$ cat src/rtl/ws2812_bit_encoder.sv
// WS2812 single-wire serialiser: bytes arrive on a valid/ready port and leave MSB-first
// as high/low pulse pairs, with a reset gap and done pulse after the last byte of a frame.
module ws2812_bit_encoder #(
    parameter int RST_UNIT = 64
) (
    input  logic       clk_in,
    input  logic       rst_in,
    input  logic [7:0] rst_cnt_in,
    input  logic [7:0] t1_h_cnt_in,
    input  logic [7:0] t1_l_cnt_in,
    input  logic [7:0] t0_h_cnt_in,
    input  logic [7:0] t0_l_cnt_in,
    input  logic [7:0] data_in,
    input  logic       data_last_in,
    input  logic       data_valid_in,
    output logic       data_ready_out,
    output logic       bit_code_out,
    output logic       busy_out,
    output logic       underrun_out,
    output logic       done_out,
    output logic [2:0] state_dbg_out
);

    localparam int LOG = $clog2(RST_UNIT);
    localparam int RW  = 8 + LOG;

    typedef enum logic [2:0] {
        IDLE  = 3'd0,
        BIT_H = 3'd1,
        BIT_L = 3'd2,
        WAIT  = 3'd3,
        RST   = 3'd4
    } state_t;

    state_t        state, next_state;
    logic [7:0]    hold_data;
    logic          hold_last, hold_full;
    logic [6:0]    shift_data;
    logic          shift_last;
    logic [2:0]    idx;
    logic [7:0]    cnt, l_m1;
    logic [RW-1:0] rcnt;

    logic          accept, bit_end, rst_end, next_bit, reload, enter_h, new_bit;
    logic [7:0]    sel_h, sel_l, h_eff, l_eff, rst_eff;
    logic [RW-1:0] rst_load;
    logic          bit_code_d, underrun_d, done_d;

    // Handshake: a byte moves into hold on an edge where data_valid_in && data_ready_out.
    // data_ready_out is !hold_full from a register, so fill and drain never share an edge.
    assign data_ready_out = !hold_full;
    assign busy_out       = (state != IDLE) || hold_full;
    assign state_dbg_out  = state;

    always_comb begin
        accept   = data_valid_in && !hold_full;
        bit_end  = (state == BIT_L) && (cnt == 8'd0);
        rst_end  = (state == RST) && (rcnt == '0);
        next_bit = bit_end && (idx != 3'd0);
        reload   = hold_full && ((state == IDLE) || (state == WAIT) ||
                   (bit_end && (idx == 3'd0) && !shift_last));
        enter_h  = reload || next_bit;
        // The bit about to start comes from hold on a reload, else from the shifter.
        new_bit  = reload ? hold_data[7] : shift_data[6];
        sel_h    = new_bit ? t1_h_cnt_in : t0_h_cnt_in;
        sel_l    = new_bit ? t1_l_cnt_in : t0_l_cnt_in;
        h_eff    = (sel_h == 8'd0) ? 8'd1 : sel_h;
        l_eff    = (sel_l == 8'd0) ? 8'd1 : sel_l;
        rst_eff  = (rst_cnt_in == 8'd0) ? 8'd1 : rst_cnt_in;
        rst_load = (RW'(rst_eff) << LOG) - RW'(1);
    end

    // State register plus registered outputs (all outputs lag the state by one edge).
    always_ff @(posedge clk_in) begin
        if (rst_in) begin
            state        <= IDLE;
            bit_code_out <= 1'b0;
            underrun_out <= 1'b0;
            done_out     <= 1'b0;
        end else begin
            state        <= next_state;
            bit_code_out <= bit_code_d;
            underrun_out <= underrun_d;
            done_out     <= done_d;
        end
    end

    always_comb begin
        next_state = state;
        case (state)
            IDLE:  if (hold_full) next_state = BIT_H;
            BIT_H: if (cnt == 8'd0) next_state = BIT_L;
            BIT_L: begin
                if (cnt == 8'd0) begin
                    if (idx != 3'd0)    next_state = BIT_H;
                    else if (shift_last) next_state = RST;
                    else if (hold_full)  next_state = BIT_H;
                    else                 next_state = WAIT;
                end
            end
            WAIT:  if (hold_full) next_state = BIT_H;
            RST:   if (rcnt == '0) next_state = IDLE;
            default: next_state = IDLE;
        endcase
    end

    always_comb begin
        bit_code_d = (state == BIT_H);
        underrun_d = bit_end && (idx == 3'd0) && !shift_last && !hold_full;
        done_d     = rst_end;
    end

    always_ff @(posedge clk_in) begin
        if (rst_in) begin
            hold_data  <= 8'd0;
            hold_last  <= 1'b0;
            hold_full  <= 1'b0;
            shift_data <= 7'd0;
            shift_last <= 1'b0;
            idx        <= 3'd0;
            cnt        <= 8'd0;
            l_m1       <= 8'd0;
            rcnt       <= '0;
        end else begin
            if (accept) begin
                hold_data <= data_in;
                hold_last <= data_last_in;
                hold_full <= 1'b1;
            end else if (reload) begin
                hold_full <= 1'b0;
            end

            if (reload) begin
                shift_data <= hold_data[6:0];
                shift_last <= hold_last;
                idx        <= 3'd7;
            end else if (next_bit) begin
                shift_data <= {shift_data[5:0], 1'b0};
                idx        <= idx - 3'd1;
            end

            // Timing is captured at bit start so count changes never disturb a running bit.
            if (enter_h) begin
                cnt  <= h_eff - 8'd1;
                l_m1 <= l_eff - 8'd1;
            end else if (state == BIT_H) begin
                cnt <= (cnt == 8'd0) ? l_m1 : cnt - 8'd1;
            end else if ((state == BIT_L) && (cnt != 8'd0)) begin
                cnt <= cnt - 8'd1;
            end

            if (bit_end && (idx == 3'd0) && shift_last) begin
                rcnt <= rst_load;
            end else if ((state == RST) && (rcnt != '0)) begin
                rcnt <= rcnt - RW'(1);
            end
        end
    end

endmodule

$ cat config.mk
export PLATFORM = sky130hd
export DESIGN_NAME = ws2812_bit_encoder
export DESIGN_NICKNAME = d
export VERILOG_FILES = /design/src/rtl/ws2812_bit_encoder.sv
export SDC_FILE = /design/constraint.sdc
export NUM_CORES = 1
export LEC_CHECK = 0
export ABC_AREA = 1
export BUFFER_PORTS_ARGS = -buffer_cell sky130_fd_sc_hd__buf_2
export CAP_MARGIN = 20
export CORE_MARGIN = 1
export CORE_UTILIZATION = 30
export CTS_BUF_LIST = sky130_fd_sc_hd__clkbuf_16
export DETAILED_ROUTE_END_ITERATION = 6
export REMOVE_ABC_BUFFERS = 1
export SYNTH_ARGS = -nofsm -noshare
export SYNTH_HDL_FRONTEND = slang
export SYNTH_SLANG_ARGS = --single-unit
$ cat constraint.sdc
create_clock -name clk_in -period 3.1 [get_ports clk_in]
set_input_delay 0 -clock clk_in [delete_from_list [all_inputs] [get_ports clk_in]]
set_output_delay 0 -clock clk_in [all_outputs]
set_load 0.01 [all_outputs]
==> impl_metrics.json, run 1 <==
{
  "fin_skew_ps": 7.80,
  "cts.sinks": 57,
  "grt_max_degree": 32,
  "layout_min_cycle_time_ps": 2850,
  "min_period_over_period": 0.921,
  "async_reset_ff_frac": 0,
  "r2r-start": "cnt[0]",
  "grt_pass1_wl_mm": 14.8,
  "grtUsageMet1": 0.193,
  "viasPerCell": 4.88,
  "slew_headroom": 0.401,
  "synth_top_area_cell": "dfxtp_1",
  "required_ps": 3350,
  "ys.flop_type": "dfxtp_1",
  "status": "finished, final reports clean",
  "r2r_slack_ps": 250,
  "hp-start": "t0_l_cnt_in[7]",
  "gp_congestion": 0.816,
  "initial_core_util": 0.312,
  "crit_type": "reg -> reg",
  "start_kind": "register",
  "layout-drive-gt1-share": 0.198,
  "core_area_um2": 11000,
  "dr.pass1.iters": 4,
  "instances_no_fill": 737,
  "post-route-util": 0.397,
  "setup_viol": 0,
  "overflow": 0,
  "critPathArrivalTime_ps": 3110,
  "postRouteAntennaNets": 0,
  "nNetsFinal": 652,
  "pin_count": 60,
  "tightestPinTransition_ps": 898,
  "grt_use_met3": 0.0347,
  "cellPowerDensity_nw_per_um2": 749,
  "global_route.usage.total": 0.157,
  "vias": 3598,
  "netlist.area_leader.share": 0.333,
  "timing.rr.end": "cnt[4]",
  "wl_mm": 8.92,
  "clock.fmax_ghz": 0.350,
  "synth_area_per_cell_um2": 6.66,
  "synth_common_cells": "96 x nand2_1, 69 x nor2_1, 67 x inv_1",
  "fp.dieArea_um2": 11900,
  "clkLatencyLatePin_ps": 320,
  "worstRegToRegCells": 20,
  "htree_levels": 3,
  "cts_tree": "done",
  "synth_edf_count": 0,
  "wl_per_cell_um": 12.1,
  "holdPathEnd": "l_m1[7]",
  "area_delta_synth_final_pct": 27.1,
  "slew_viol_final": 0,
  "end_kind": "register",
  "placed_cells": 707,
  "core.rowCount": 38,
  "leakage_nw": 2.02,
  "clk_pin_slew_ps": 50,
  "hp-class": "in -> reg",
  "synth_most_common_cell": "nand2_1",
  "busiest_layer": "met2",
  "antenna_found_initial": 0,
  "diodes": 0,
  "die_w_um": 109,
  "ir_worst_vdd_v": 0.000338,
  "yosys_register_bits": 57,
  "holdPathStages": 5,
  "hpwl_mm": 6.54,
  "yosys-top-cells-area": "dfxtp_1 33%, nand2_1 11%, nor2_1 7.5%",
  "die_h_um": 109,
  "io_buffers": 59,
  "grt_pass1_vias": 3404,
  "cts_buffer_depth": 2,
  "root_buffer": "clkbuf_16",
  "p_total_mw": 3.27,
  "crit_fanout": 9,
  "drt_iter0_markers": 163,
  "cts_made_buffers": 9,
  "netlist_area_um2": 3430,
  "yosysSeqAreaShare": 0.333,
  "max_cap_viol_count": 0,
  "hold_viol": 0,
  "hold-worst-slack_ps": 61.8,
  "drc": 0,
  "synth_cell_type_count": 45,
  "use_met2": 0.270,
  "syn-instance-count": 515,
  "ys_warn_count": 0
}
flip-flops by register name, summed over array words and instances (netlist names):
| signal | flops |
|---|---|
| cnt | 8 |
| underrun_out | 1 |
| done_out | 1 |
| shift_data | 7 |
| bit_code_out | 1 |
| l_m1 | 8 |
| hold_data | 8 |
| hold_last | 1 |
| rcnt | 14 |
| state_dbg_out | 3 |
| idx | 3 |
| shift_last | 1 |
| hold_full | 1 |
worst max-delay path, stage by stage (launching register included):
cell	delay [ps]
dfxtp_1	320
inv_1	80
ha_2	210
nand2_1	90
nor2_4	120
nand3_2	90
nand2_4	100
nand2_4	80
nand2_8	130
nand3_1	90
nand2_1	180
nand2_2	110
nor2_4	150
nand2_2	90
nand2_2	80
inv_2	50
ha_1	190
and2_1	190
a21oi_1	160
o22ai_1	120
a21oi_1	140
per-stage QoR:
| step | cell area (µm²) | TNS [ps] | setup WS, ps |
|---|---|---|---|
| after global routing | 4360 | -5.73 | -3.04 |
| after global placement | 3880 | 0 | 217 |
| final | 4360 | 0 | 246 |
| after detailed placement | 3880 | 0 | 115 |
| after CTS | 4290 | 0 | 101 |
| after floorplan | 3370 | 0 | 370 |
final cells by class:
type                            count  area, µm²
Fill cell                        1141       6620
Clock buffer                        9        225
Timing Repair Buffer               77        455
Clock inverter                      6       83.8
Inverter                           72        274
Tap cell                          140        175
Multi-Input combinational cell    376       2000
Sequential cell                    57       1140
placed cells by master, fill, tap and decap left out, types with 7 or more instances in the layout:
cell type	Yosys	layout
nand3_1	26	26
nor2_1	69	68
nand2_1	96	95
clkbuf_16	0	9
buf_2	4	59
o21ai_0	50	50
inv_1	67	67
xor2_1	12	12
dfxtp_1	57	57
a21oi_1	32	32
buf_4	0	8
dlygate4sd3_1	0	10
nor3_1	12	12
o21ai_2	4	7
where the power goes:
group	leakage [nW]	internal, mW	switching [mW]
Combinational	1.40	0.468	0.793
Clock	0.155	0.695	0.344
Sequential	0.467	0.867	0.0993
cell families (layout without fill, tap and decap cells):
| group | after synthesis | in the layout | synth area share |
|---|---|---|---|
| adders and majority gates | 7 | 7 | 0.0255 |
| and+or+nand+nor | 234 | 236 | 0.310 |
| xor gates and xnor gates | 13 | 13 | 0.0332 |
| DFF | 57 | 57 | 0.333 |
| AOI/OAI and AO/OA | 120 | 120 | 0.202 |
| buffers and inverters | 84 | 164 | 0.0966 |
how the worst max path moves through the flow:
stage / start / end / slack [ps] / cells past startpoint
6_report: cnt[0] / cnt[4] / 250 / 20
4_1_cts: cnt[0] / cnt[7] / 100 / 15
3_3_place_gp: cnt[0] / l_m1[6] / 220 / 20
5_1_grt: cnt[0] / cnt[6] / -3 / 21
2_1_floorplan: cnt[0] / cnt[7] / 370 / 14
3_5_place_dp: cnt[0] / cnt[7] / 110 / 15
per-layer routing:
layer	wire length (µm)	up-vias
met3	284	11
met2	4250	52
li1	-	1865
met1	4240	1670
met5	0	-
met4	136	0
repair_timing:
action | CTS | global route
hold buffers | 10 | 0
setup endpoints to repair | 0 | 10
hold endpoints to repair | 10 | 0
buffers inserted | 0 | 3
resized for setup | 0 | 8
(Power assumes the default switching activity.)
==> inputs of run 2 (changes only) <==
==> constraint.sdc (replaced) <==
create_clock -name clk_in -period 3.6 [get_ports clk_in]
set_input_delay 0 -clock clk_in [delete_from_list [all_inputs] [get_ports clk_in]]
set_output_delay 0 -clock clk_in [all_outputs]
set_load 0.01 [all_outputs]
==> run 2 against run 1 <==
Net effect: worst setup slack improved by 300 ps; critical endpoint is now cnt[6]; wire length decreased by 1.1%; first-iteration DRC count grew 12%; non-clock buffer count fell by 6; highest routed layer unchanged.
==> impl_metrics.json, run 2 (synthesis results as in run 1) <==
{
  "status": "finished, final reports clean",
  "clk_pin_slew_ps": 50,
  "cellPowerDensity_nw_per_um2": 659,
  "fp.dieArea_um2": 11900,
  "hpwl_mm": 6.50,
  "tns_ps": 0,
  "crit_type": "reg -> reg",
  "die_h_um": 109,
  "grt_pass1_vias": 3467,
  "ir_worst_vdd_v": 0.000285,
  "layout_min_cycle_time_ps": 3050,
  "start_kind": "register",
  "timing.rr.end": "cnt[6]",
  "min_period_over_period": 0.848,
  "post_cts_buffers": 0,
  "postCtsHoldBufs": 10,
  "pin_count": 60,
  "dr.pass1.iters": 5,
  "stdcell_area_um2": 4290,
  "end_kind": "register",
  "crit_fanout": 12,
  "global_route.usage.total": 0.159,
  "gp_congestion": 0.878,
  "core_area_um2": 11000,
  "root_buffer": "clkbuf_16",
  "layout_commonest_cell": "nand2_1",
  "cts_made_buffers": 9,
  "setup_ws_ps": 549,
  "max_cap_viol_count": 0,
  "io_buffers": 59,
  "drt_iter0_markers": 183,
  "grt_max_degree": 32,
  "rsz0062_at_grt": "false",
  "cts_buffer_depth": 2,
  "slew_viol_final": 0,
  "clock.fmax_ghz": 0.328,
  "htree_levels": 3,
  "antenna_found_initial": 0,
  "core.rowCount": 38,
  "layout_common_cells": "96 x nand2_1, 69 x nor2_1, 68 x inv_1",
  "setup_viol": 0,
  "diodes": 0,
  "post-route-util": 0.391,
  "pre_cts_ws_ps": 609,
  "layout-drive-gt1-share": 0.173,
  "vias": 3539,
  "fillers": 1133,
  "r2r-start": "cnt[0]",
  "worstRegToRegCells": 21,
  "initial_core_util": 0.312,
  "postRouteAntennaNets": 0,
  "slew_headroom": 0.420,
  "viasPerCell": 4.85,
  "tightestPinTransition_ps": 869,
  "wl_mm": 8.82,
  "grt_pass1_wl_mm": 15.0,
  "required_ps": 3850,
  "drc": 0,
  "critPathArrivalTime_ps": 3300,
  "leakage_nw": 1.99,
  "die_w_um": 109,
  "fin_skew_ps": 7.99,
  "regMostFlops": "rcnt",
  "dpl-instance-area_um2": 3850,
  "hold_viol": 0,
  "r2r_slack_ps": 550,
  "cts.sinks": 57,
  "cts_resized": 0,
  "setup.worst_path.end": "cnt[6]",
  "critPathLaunch": "cnt[0]",
  "overflow": 0,
  "largest_reg_flops": 14,
  "hold-worst-slack_ps": 46.0,
  "clkLatencyLatePin_ps": 320,
  "wl_per_cell_um": 12.1,
  "nNetsFinal": 644,
  "hp-class": "in -> reg",
  "area_delta_synth_final_pct": 25.1,
  "cts_tree": "done"
}
## run 2: changes by cell type in the layout (fill, tap and decap cells not counted), sizes merged
cell,change
nand2,-2
bufinv,+1
inv,+1
buf,-6
clkinv,-1
## run 2: through the flow
stage | cells | total power, mW
6_report | 730 | 2.83
5_1_grt | 730 | 3.03
4_1_cts | 730 | 2.84
3_5_place_dp | 704 | 1.86
3_3_place_gp | 704 | 1.84
2_1_floorplan | 503 | 1.60
## run 2: worst min path at each step
stage / from / end / slack, ps / cells past startpoint
final: t0_l_cnt_in[0] / l_m1[0] / 50 / 4
after global routing: t0_l_cnt_in[0] / l_m1[0] / 70 / 4
after CTS: t0_l_cnt_in[0] / l_m1[0] / 50 / 4
after detailed placement: data_in[4] / hold_data[4] / 230 / 3
after global placement: data_last_in / hold_last / 220 / 3
after floorplan: rst_in / cnt[2] / 70 / 1
## run 2: power breakdown
group / internal, mW / switching (mW)
Clock: 0.669 / 0.293
Sequential: 0.747 / 0.0875
Combinational: 0.377 / 0.655
## run 2: cell type report
class,count,area [µm²],area share
Multi-Input combinational cell,374,1960,0.456
Clock buffer,9,225,0.0525
Inverter,72,270,0.0630
Timing Repair Buffer,71,410,0.0957
Tap cell,140,175,0.0408
Sequential cell,57,1140,0.266
Clock inverter,7,110,0.0257
## run 2: critical path, cell delays in order, from the launching register on
cell and delay [ps]:
dfxtp_1 320, inv_1 70, ha_1 220, nand2_1 110, nor2_4 160, nand3_2 100, nand2_4 100, nand2_4 130
nand2_2 140, nand3_1 70, nand2_1 160, nand2_1 110, nor2_2 210, nand2_2 100, nand2_2 80, inv_2 50
ha_1 200, and2_1 200, nand4_1 110, xor2_1 170, nand2_1 60, a21oi_1 110
## run 2: routing by layer
metal / up-vias / GRT usage / routed length, µm
met5: - / 0 / 0
met4: 0 / 0.0734 / 138
met3: 13 / 0.0287 / 455
met2: 79 / 0.278 / 4270
met1: 1612 / 0.189 / 3950
li1: 1835 / - / -
